==> src/rtl/alu_pkg.sv <==
// Shared ALU-side definitions: datapath width and the adder arbiter state type.
package alu_pkg;
  localparam int DATA_W = 32;

  typedef enum logic [1:0] {IDLE, ADD, RESP} arb_state_t;
endpackage

==> src/rtl/Add.sv <==
// Shared 32-bit adder datapath; carry-out is not produced.
module Add
  import alu_pkg::*;
(
  input  logic [DATA_W-1:0] a,
  input  logic [DATA_W-1:0] b,
  output logic [DATA_W-1:0] sum
);
  assign sum = a + b;
endmodule

==> src/rtl/add_share_arbiter_rr_pick.sv <==
// Round-robin priority picker: first set request at or after ptr, wrapping.
module rr_pick #(
  parameter int NREQ = 4,
  parameter int ID_W = 2
) (
  input  logic [NREQ-1:0] req,
  input  logic [ID_W-1:0] ptr,
  output logic [ID_W-1:0] idx,
  output logic            any_valid
);
  // (p + k) mod NREQ without leaving the index width
  function automatic logic [ID_W-1:0] wrap(input logic [ID_W-1:0] p, input int k);
    logic [ID_W:0] s;
    s = {1'b0, p} + (ID_W+1)'(k);
    if (s >= (ID_W+1)'(NREQ)) s = s - (ID_W+1)'(NREQ);
    return s[ID_W-1:0];
  endfunction

  // scan farthest-to-nearest so the requester closest to ptr wins
  always_comb begin
    idx       = '0;
    any_valid = |req;
    for (int k = NREQ - 1; k >= 0; k--) begin
      if (req[wrap(ptr, k)]) idx = wrap(ptr, k);
    end
  end
endmodule

==> src/rtl/add_share_arbiter.sv <==
// Time-shares one Add instance among NREQ requesters, one transaction in flight.
module add_share_arbiter
  import alu_pkg::*;
#(
  parameter  int NREQ = 4,
  localparam int ID_W = (NREQ > 1) ? $clog2(NREQ) : 1
) (
  input  logic                   clk,
  input  logic                   rst,
  input  logic [NREQ-1:0]        req_valid,
  output logic [NREQ-1:0]        req_ready,
  input  logic [NREQ*DATA_W-1:0] req_a,
  input  logic [NREQ*DATA_W-1:0] req_b,
  output logic [NREQ-1:0]        resp_valid,
  output logic [DATA_W-1:0]      resp_sum,
  output logic [ID_W-1:0]        resp_id,
  input  logic [NREQ-1:0]        resp_ready
);
  arb_state_t state, state_nx;

  logic [NREQ-1:0][DATA_W-1:0] a_v, b_v;
  logic [DATA_W-1:0] op_a, op_b, sum_d, sum_q;
  logic [ID_W-1:0]   rr_ptr, id_q, rid_q, win;
  logic              any_valid, done;

  assign a_v = req_a;
  assign b_v = req_b;

  rr_pick #(.NREQ(NREQ), .ID_W(ID_W)) u_pick (
    .req      (req_valid),
    .ptr      (rr_ptr),
    .idx      (win),
    .any_valid(any_valid)
  );

  Add u_add (
    .a  (op_a),
    .b  (op_b),
    .sum(sum_d)
  );

  assign done = (state == RESP) && resp_ready[id_q];

  // state register
  always_ff @(posedge clk or posedge rst) begin
    if (rst) state <= IDLE;
    else     state <= state_nx;
  end

  // next-state: accept -> one add cycle -> hold response until owner takes it
  always_comb begin
    state_nx = state;
    case (state)
      IDLE:    if (any_valid) state_nx = ADD;
      ADD:     state_nx = RESP;
      RESP:    if (done) state_nx = IDLE;
      default: state_nx = IDLE;
    endcase
  end

  // handshake outputs; req_ready is held low while reset is asserted
  always_comb begin
    req_ready  = '0;
    resp_valid = '0;
    if (state == IDLE && !rst && any_valid) req_ready[win] = 1'b1;
    if (state == RESP) resp_valid[id_q] = 1'b1;
  end

  // resp_id has its own register so it keeps the old owner while the next
  // transaction is in ADD; sum_q only moves at the ADD edge so it can drive directly
  assign resp_sum = sum_q;
  assign resp_id  = rid_q;

  // operand latch, result capture and round-robin pointer
  always_ff @(posedge clk or posedge rst) begin
    if (rst) begin
      op_a   <= '0;
      op_b   <= '0;
      id_q   <= '0;
      sum_q  <= '0;
      rid_q  <= '0;
      rr_ptr <= '0;
    end else begin
      if (state == IDLE && any_valid) begin
        op_a <= a_v[win];
        op_b <= b_v[win];
        id_q <= win;
      end
      if (state == ADD) begin
        sum_q <= sum_d;
        rid_q <= id_q;
      end
      if (done) rr_ptr <= (id_q == ID_W'(NREQ - 1)) ? '0 : id_q + ID_W'(1);
    end
  end
endmodule

==> config.mk <==
export PLATFORM = sky130hd
export DESIGN_NAME = add_share_arbiter
export DESIGN_NICKNAME = d
export VERILOG_FILES = /design/src/rtl/alu_pkg.sv /design/src/rtl/Add.sv /design/src/rtl/add_share_arbiter_rr_pick.sv /design/src/rtl/add_share_arbiter.sv
export SDC_FILE = /design/constraint.sdc
export NUM_CORES = 1
export LEC_CHECK = 0
export CAP_MARGIN = 20
export CORE_AREA = 8 8 137 139
export DETAILED_ROUTE_END_ITERATION = 12
export DIE_AREA = 0 0 145 147
export PLACE_DENSITY = 0.87
export SETUP_SLACK_MARGIN = 0.15
export SLEW_MARGIN = 10
export SYNTH_ARGS = -nofsm -noshare
export SYNTH_HDL_FRONTEND = slang
export SYNTH_SLANG_ARGS = --single-unit
==> constraint.sdc <==
create_clock -name clk -period 7.65 [get_ports clk]
set_clock_uncertainty 0.15 [all_clocks]
set_input_delay 1.1475 -clock clk [delete_from_list [all_inputs] [get_ports clk]]
set_output_delay 1.1475 -clock clk [all_outputs]
set_load 0.01 [all_outputs]
==> metrics <==
path type of the worst min-delay path=register to register; Tot GR Track Use=0.256; IO Port Bufs=307; Routed Antenna Nets=0; WL/cell=between 15 and 20 µm; # setup viols final=0; hold buffer count at cts=0; Initial DRC Count=610; Synth Instances=1134; first-pass GRT wire length=44.3 mm; largest net degree at the start of global routing=between 100 and 150; CTS Buf Count=9; CTS Root Buffer Type=clkbuf_16; GRT overflow=0; crit share post-route=0.622; Clk pwr share=0.107; # IOs=308; Starting Density=0.472; Worst Path Max Fanout=88; Final Hold Viols=0; nets=1687; Worst Path Arrival=3460 ps; Synth Register Bits=104; core box area=16800 µm²; VDD IR-drop max=roughly 0.23 mV; Vias=8759; relative slew slack=0.288; Slew Viols, Final=0; post-synthesis cell type count=67; Post-CTS Resized=0; GPL Wtd Cong=around 0.97; clock sinks=around 100; Critical Path RT=6350 ps; synth top area cells=dfrtp_1 (33%), nand2_1 (12%), nor2_1 (10%), o21ai_0 (5.8%), ha_1 (5.5%); pwr dens=400 nW/µm²; DRC errors left=0; EDFF count, synth=0; P_sw=2.21 mW; Die Wd=roughly 150 µm; max cap viols=0; leakage power=4.86 nW; sequential share of power=0.233; Max Buffers Root-to-Sink=2; post-DP HPWL=21.8 mm; Critical Path End Type=primary output; first drt pass iteration count=5; DIE AREA=roughly 21000 µm²; H-tree depth=3; initial antenna violation count=1; Comb power frac=0.660; clk_lat worst skew=350 ps; Main synth FF type=dfrtp_1; fin crit period=4760 ps; clock slew at reported path FFs=around 70 ps; Slew @ Worst Pin=1070 ps; unrepaired setup endpoints after global routing=false; Synthesis Warnings=0; Syn Area/Cell=6.97 µm²; Post-CTS Setup Repair Bufs=0; fmax=~210 MHz; status=finished, final reports clean; syn_nets=between 1000 and 1500; top-count cell post-synth=nand2_1; area leader, netlist=dfrtp_1; Final Util=0.676; Area Growth Syn to Fin=43.3%; register area share after synthesis=0.329; Post-Syn Area=7910 µm²; Post-synth top cells=nand2_1 (251), nor2_1 (216), dfrtp_1 (104), o21ai_0 (92), nand3_1 (86); internal power=2.32 mW; Die Y=between 100 and 150 µm; vias in the first global route=8493; # rows=48; CTS tree=yes; Post-Route Setup TNS=0 ps; switching share of power=0.488; Critical Path Start Type=input pin; share of cells above drive strength 1=0.0382; Async S/R FF share, synth=1.00; Yosys top cell area share=0.329; Detailed Route WL=27.6 mm; Via density=5.42; worst setup path category=input pin to primary output
-- metal layers --
layer	track usage	wire, µm	part of all wire	vias to the layer above
met4	0.0999	841	0.031	0
met3	0.0615	1960	0.071	52
met2	0.396	12600	0.46	337
li1	-	-	-	4370
met5	0	0	0	-
met1	0.338	12200	0.44	4000
-- worst paths after layout --
path	slack, ps	cells past startpoint	end	start
worst max register to register	4560	9	resp_sum[26]	op_b[0]
worst min-delay path	320	2	resp_sum[16]	resp_sum[16]
min in group asynchronous	1100	2	state[0]	rst
worst max-delay path	2890	7	req_ready[3]	req_valid[0]
max in group asynchronous	5020	3	resp_sum[16]	rst
worst min register to register	320	2	resp_sum[16]	resp_sum[16]
-- cells by family (layout without fill, tap and decap cells) --
logic type,Yosys count,in the layout,share of synthesized area
adders and majority gates,36,36,0.0579
other,0,1,0
and+or+nand+nor,618,618,0.332
xor gates and xnor gates,14,14,0.0155
muxes,5,5,0.00823
AOI/OAI and AO/OA,265,265,0.203
DFF,104,104,0.329
buffers and inverters,92,347,0.0535
-- cells in the final DEF, fill, tap and decap left out, types with 5 or more instances in the layout --
cell and n:
a211oi_1 5, dfrtp_1 104, clkbuf_16 9, o21bai_1 5, or4_1 6, nor3_1 12
buf_4 11, a21o_1 8, xnor2_1 9, o21a_1 9, nand3_1 86, nor2b_1 5
inv_1 13, a21oi_1 34, nand4_1 10, ha_1 35, o21ai_1 67, o21ai_0 92
xor2_1 5, nand2_1 251, o31ai_1 8, clkdlybuf4s50_1 307, nor2_1 216
-- final cells by class --
cell class,instances,area [µm²]
fill,1450,5430
multi-input combinational,938,4920
timing repair buffer,318,3160
sequential,104,2600
tap,225,282
clock buffer,10,229
clock inverter,5,81.3
inverter,14,55.1
antenna,1,2.50
-- stage by stage --
stage	instances	power (mW)	setup WS [ps]	hold slack (ps)	area, µm²
global route	1615	4.94	2730	348	11300
global placement	1599	3.93	2910	302	11000
CTS	1614	4.51	2870	327	11300
finish	1615	4.53	2890	323	11300
floorplan	1134	3.12	2490	304	7910
detailed placement	1599	4.01	2890	313	11000
-- power groups by stage --
stage	combinational [mW]	clock, mW	sequential, mW
3_5_place_dp	2.95	0	1.06
4_1_cts	2.97	0.492	1.05
6_report	2.99	0.485	1.06
2_1_floorplan	2.11	0	1.02
3_3_place_gp	2.89	0	1.05
5_1_grt	3.34	0.512	1.09
-- registers in the layout, indices dropped and copies added (netlist names) --
register / cells
op_b: 32
op_a: 32
resp_id: 2
state: 2
id_q: 2
rr_ptr: 2
resp_sum: 32
-- critical path, stage by stage --
cell	delay, ps
clkdlybuf4s50_1	590
a21oi_1	90
o21a_1	200
o22ai_4	150
buf_4	630
nor4_1	120
clkdlybuf4s50_1	520
Note: power is estimated with default switching activity, not from simulation.
